**src/rtl/exibe_sequencia_pkg.sv**
```systemverilog
// Shared game package: state codes (also used by the hex state display) and default timing.
// EXIBE_ACELERA_EN adds the per-round ON reduction defaults.
package exibe_sequencia_pkg;

    typedef enum logic [3:0] {
        INICIAL = 4'd0,
        BUSCA   = 4'd1,
        CARREGA = 4'd2,
        ACESO   = 4'd3,
        APAGADO = 4'd4,
        FIM     = 4'd5
    } estado_t;

    localparam int ON_CYCLES_DEF  = 500;
    localparam int OFF_CYCLES_DEF = 250;
`ifdef EXIBE_ACELERA_EN
    localparam int STEP_CYCLES_DEF   = 25;
    localparam int MIN_ON_CYCLES_DEF = 100;
`endif

    // Bits needed to count 0..max(a,b)-1, never less than one.
    function automatic int largura_contador(input int a, input int b);
        int m;
        m = (a > b) ? a : b;
        return (m <= 2) ? 1 : $clog2(m);
    endfunction

endpackage

```
**src/rtl/exibe_sequencia_contador.sv**
```systemverilog
// Generic modulo-M counter: wraps to zero after reaching ultimo (M-1), which may change at run time.
module contador_m #(
    parameter int W = 4
) (
    input  logic         clock,
    input  logic         zera,
    input  logic         conta,
    input  logic [W-1:0] ultimo,
    output logic         fim
);

    logic [W-1:0] valor;

    assign fim = (valor == ultimo);

    always_ff @(posedge clock) begin
        if (zera)
            valor <= '0;
        else if (conta)
            valor <= fim ? '0 : valor + 1'b1;
    end

endmodule

```
**src/rtl/exibe_sequencia.sv**
```systemverilog
// Memory-game playback: shows stored entries 0..rodada on the LEDs with ON/OFF timing.
// Optional EXIBE_ACELERA_EN shortens the ON time by STEP_CYCLES per round, floored at MIN_ON_CYCLES.
module exibe_sequencia
    import exibe_sequencia_pkg::*;
#(
    parameter int ADDR_W     = 4,
    parameter int DATA_W     = 4,
    parameter int ON_CYCLES  = ON_CYCLES_DEF,
    parameter int OFF_CYCLES = OFF_CYCLES_DEF
`ifdef EXIBE_ACELERA_EN
    ,
    parameter int STEP_CYCLES   = STEP_CYCLES_DEF,
    parameter int MIN_ON_CYCLES = MIN_ON_CYCLES_DEF
`endif
) (
    input  logic              clock,
    input  logic              reset,
    input  logic              iniciar,
    input  logic [ADDR_W-1:0] rodada,
    input  logic [DATA_W-1:0] mem_dado,
    output logic [ADDR_W-1:0] mem_endereco,
    output logic [DATA_W-1:0] leds,
    output logic              ocupado,
    output logic              pronto,
    output logic [3:0]        db_estado
);

`ifdef EXIBE_ACELERA_EN
    localparam int CW = largura_contador((ON_CYCLES > MIN_ON_CYCLES) ? ON_CYCLES : MIN_ON_CYCLES,
                                         OFF_CYCLES);
`else
    localparam int CW = largura_contador(ON_CYCLES, OFF_CYCLES);
`endif
    localparam logic [CW-1:0] OFF_ULT = CW'(OFF_CYCLES - 1);

    estado_t           estado, prox;
    logic [ADDR_W-1:0] rodada_lat;
    logic [CW-1:0]     on_ult;
    logic [CW-1:0]     cont_ult;
    logic              cont_zera, cont_conta, cont_fim;
    logic              ultimo_end;

    assign ultimo_end = (mem_endereco == rodada_lat);
    assign ocupado    = (estado != INICIAL);
    assign pronto     = (estado == FIM);
    assign db_estado  = estado;

    // One counter serves both phases; it wraps to zero at the ACESO->APAGADO hand-over.
    assign cont_zera  = !reset || !(estado == ACESO || estado == APAGADO);
    assign cont_conta = (estado == ACESO) || (estado == APAGADO);
    assign cont_ult   = (estado == APAGADO) ? OFF_ULT : on_ult;

    contador_m #(.W(CW)) u_contador (
        .clock  (clock),
        .zera   (cont_zera),
        .conta  (cont_conta),
        .ultimo (cont_ult),
        .fim    (cont_fim)
    );

`ifdef EXIBE_ACELERA_EN
    // Wide unsigned math so a large round count clamps to the floor instead of underflowing.
    function automatic logic [CW-1:0] on_efetivo(input logic [ADDR_W-1:0] r);
        logic [63:0] reducao, bruto, efetivo;
        reducao = 64'(r) * 64'(STEP_CYCLES);
        bruto   = (reducao < 64'(ON_CYCLES)) ? 64'(ON_CYCLES) - reducao : 64'd0;
        efetivo = (bruto > 64'(MIN_ON_CYCLES)) ? bruto : 64'(MIN_ON_CYCLES);
        return CW'(efetivo - 64'd1);
    endfunction

    always_ff @(posedge clock) begin
        if (!reset)
            on_ult <= CW'(ON_CYCLES - 1);
        else if (estado == INICIAL && iniciar)
            on_ult <= on_efetivo(rodada);
    end
`else
    assign on_ult = CW'(ON_CYCLES - 1);
`endif

    always_comb begin
        prox = estado;
        case (estado)
            INICIAL: if (iniciar) prox = BUSCA;
            BUSCA:   prox = CARREGA;
            CARREGA: prox = ACESO;
            ACESO:   if (cont_fim) prox = APAGADO;
            APAGADO: if (cont_fim) prox = ultimo_end ? FIM : BUSCA;
            FIM:     prox = INICIAL;
            default: prox = INICIAL;
        endcase
    end

    always_ff @(posedge clock) begin
        if (!reset) begin
            estado       <= INICIAL;
            leds         <= '0;
            mem_endereco <= '0;
            rodada_lat   <= '0;
        end else begin
            estado <= prox;
            case (estado)
                INICIAL: begin
                    if (iniciar) begin
                        rodada_lat   <= rodada;
                        mem_endereco <= '0;
                    end
                end
                CARREGA: leds <= mem_dado;
                ACESO:   if (cont_fim) leds <= '0;
                APAGADO: begin
                    // Stop is checked first, so the address never steps past rodada.
                    if (cont_fim && !ultimo_end)
                        mem_endereco <= mem_endereco + 1'b1;
                end
                default: ;
            endcase
        end
    end

endmodule

```
**config.mk**
```make
export PLATFORM = sky130hd
export DESIGN_NAME = exibe_sequencia
export DESIGN_NICKNAME = d
export VERILOG_FILES = /design/src/rtl/exibe_sequencia_pkg.sv /design/src/rtl/exibe_sequencia_contador.sv /design/src/rtl/exibe_sequencia.sv
export SDC_FILE = /design/constraint.sdc
export NUM_CORES = 1
export LEC_CHECK = 0
export ABC_AREA = 1
export ABC_CLOCK_PERIOD_IN_PS = 1600
export CAP_MARGIN = 20
export CORE_MARGIN = 3
export CORE_UTILIZATION = 50
export DETAILED_ROUTE_END_ITERATION = 10
export PLACE_DENSITY_LB_ADDON = 0.2
export SETUP_SLACK_MARGIN = 0.2
export SKIP_LAST_GASP = 1
export SYNTH_ARGS = -nofsm -noshare
export SYNTH_HDL_FRONTEND = slang
export SYNTH_SLANG_ARGS = --single-unit
```
**constraint.sdc**
```tcl
create_clock -name clock -period 1.6 [get_ports clock]
set_input_delay 0.32 -clock clock [delete_from_list [all_inputs] [get_ports clock]]
set_output_delay 0.32 -clock clock [all_outputs]
set_load 0.03 [all_outputs]
```
==> run summary <==
status -> completed
Crit Path Class -> reg2out
DP Cell Count -> 236
hold path depth -> 2
post-synthesis sequential area ratio -> 38.4%
Finished Layout Cells -> 246
post-synthesis mux area share -> 0%
first-pass GRT wire length -> 4510 um
Post-DRT Antenna Nets -> 0
DRT Wirelength -> 2760 um
Die Ht -> 56.1 um
total power -> 2.35 mW
Core Area -> 0.00230 mm2
Reg2Reg Depth -> 10
Net Switching -> 0.953 mW
WP data arrival -> 1.15 ns
Worst setup EP type -> primary output
die footprint -> 0.00314 mm2
DR iter-0 viols -> 42
Max Cap Viol -> 0
Root Buffer -> clkbuf_4
initial antenna violation count -> 0
switching share of power -> 40.5%
DP Worst Slack -> 0.0598 ns
synthesized cell area -> 0.00125 mm2
register share of total power -> 33.9%
Initial Util -> 54.5%
Max Freq -> 0.682 GHz
layout cell share with drive strength beyond 1 -> 28.9%
number of global-route vias before repair -> 1097
Leakage -> 0.736 nW
Syn Area/Cell -> 6.84 um2
final hold vios -> 0
GRT Util Overall -> 17.4%
DP HPWL -> 1960 um
Placed Instance Area -> 0.00154 mm2
Core Rows -> 17
final hold slack -> 0.476 ns
Worst Setup Start Kind -> flop
Die Wd -> 56.1 um
Ant. Diodes -> 0
fraction of registers with async set/reset -> 0%
RSZ-0062 raised after global routing -> yes
Tightest Hold Check Type -> reg2reg
Finish-stage setup viols -> 0
post-synthesis simple-gate area fraction -> 37.3%
Synth area leaders -> dfxtp_1 38%, nand2_1 12%, nor2_1 9.0%
largest net degree at the start of global routing -> 15
clock latency on the worst-skew pair -> 0.33 ns
Routed wire per std cell -> 11.2 um
PD cells -> 1380 mW/mm2
WP data required -> 1.28 ns
cell internal pwr -> 1.40 mW
Post-synth EDFFs -> 0
Post-Synthesis Cells -> 183
Peak VDD IR -> 1060 uV
H-tree depth -> 1
clock buffer depth -> 2
Port Buffers -> 23
top-count cell post-synth -> nand2_1
Synth Register Bits -> 24
largest family of logic cells by synthesized area -> simple AND/OR/NAND/NOR gates
Logic pwr share -> 47.2%
Post-synth top cells -> 39 x nand2_1, 30 x nor2_1, 25 x inv_1
Routability Congestion -> 0.798
Period minus WS final -> 1.47 ns
cts bufs inserted -> 3
clock-pin slew on the worst setup and hold paths -> 0.14 ns
slack of the critical path -> 0.134 ns
ys flop type -> dfxtp_1
Post-route DRC -> 0
final instance area -> 0.00170 mm2
Synth Area in Compound Gates -> 7.59%
crit path max fanout -> 3
area share of the largest cell type after synthesis -> 38.4%
final period utilization -> 91.6%
Synth Area in Adders -> 2.00%
distinct cell type count of the synthesized netlist -> 23
Clock Sink Count -> 24
vias -> 1248
Final Max Tran Viols -> 0
CTS tree -> done
syn nets -> 196
Syn-to-layout area delta -> 35.8%
# nets final -> 232
total gr overflow -> 0
DR pass1 iterations -> 7
XOR/XNOR share of the synthesized area -> 4.20%
Setup Skew -> 0.0104 ns
top cell type by total area after synthesis -> dfxtp_1
Clock power frac -> 18.9%
post-DR vias/cell -> 5.07
# IOs -> 25
Synth Warn # -> 0
[power groups by stage]
| stage | combinational [mW] | sequential [mW] | clock (mW) |
|---|---|---|---|
| after floorplan | 0.546 | 0.953 | 0 |
| after global placement | 1.01 | 0.791 | 0 |
| after detailed placement | 1.04 | 0.799 | 0 |
| after CTS | 1.02 | 0.790 | 0.452 |
| after global routing | 1.22 | 0.816 | 0.467 |
| final | 1.11 | 0.797 | 0.446 |
[per-layer routing]
layer / up-vias / wire length (um) / share of wire (%) / GRT usage [%]
li1: 636 / - / - / -
met1: 569 / 1230 / 45 / 21.6
met2: 39 / 1370 / 50 / 29.9
met3: 4 / 135 / 4.9 / 2.78
met4: 0 / 25 / 0.91 / 6.44
met5: - / 0 / 0 / 0
[placed cells by master (no fill, tap or decap), types with 3 or more instances in the layout]
cell type	netlist	final
nand2_1	39	35
nor2_1	30	24
inv_1	25	23
nand3_1	16	16
dfxtp_1	24	15
a21oi_1	14	13
clkdlybuf4s50_1	0	10
dfxtp_2	0	8
buf_6	1	7
buf_4	1	7
nor2_2	2	6
nand2_2	3	6
o21ai_0	5	5
nor2_4	2	4
clkbuf_2	0	4
inv_2	3	3
xor2_1	3	3
xnor2_1	3	3
clkbuf_4	0	3
clkdlybuf4s15_2	0	3
[worst paths after layout]
check                                 start                           end  slack, ns
setup / recovery  db_estado[2]$_SDFFE_PN0P_                        pronto       0.13
hold / removal         leds[0]$_SDFFE_PN0P_          leds[0]$_SDFFE_PN0P_       0.48
setup reg to reg  db_estado[2]$_SDFFE_PN0P_  mem_endereco[0]$_SDFFE_PN0P_       0.14
hold reg to reg        leds[0]$_SDFFE_PN0P_          leds[0]$_SDFFE_PN0P_       0.48
[worst max-delay path, cell delays in order, from the launching register on]
cell	delay, ns
dfxtp_4	0.39
buf_6	0.10
inv_4	0.03
nor3_4	0.15
buf_6	0.15
[per-stage QoR]
step / utilization [%] / setup TNS [ns]
2_1_floorplan: - / 0
3_3_place_gp: 67.2 / 0
3_5_place_dp: 67.2 / 0
4_1_cts: 70.5 / -0.0695
5_1_grt: 74.0 / 0
6_report: 74.0 / 0
[final cells by class]
type                       count  area, um2
tap                           28       35.0
sequential                    24        494
clock buffer                   3       22.5
multi-input combinational    128        698
timing repair buffer          34        310
clock inverter                 1       30.0
inverter                      28        110
fill                         177        597
[sequential cells by signal, indices dropped and copies added (netlist names)]
signal	cells
mem_endereco	4
db_estado	3
u_contador.valor	9
rodada_lat	4
leds	4
[timing repair]
action,4_1_cts,5_1_grt
setup endpoints to repair,14,22
hold buffers,0,0
buffers inserted,2,4
gates resized for setup,42,35
pin swaps,2,6
[logic make-up (layout without fill, tap and decap cells)]
logic type	count (synthesis)	after routing
simple gates	100	100
buf+inv	31	66
flops	24	24
compound gates	19	19
xor+xnor	6	6
fa+ha+maj	2	2
other cells	1	1
Power figures use the tool's default switching activity.
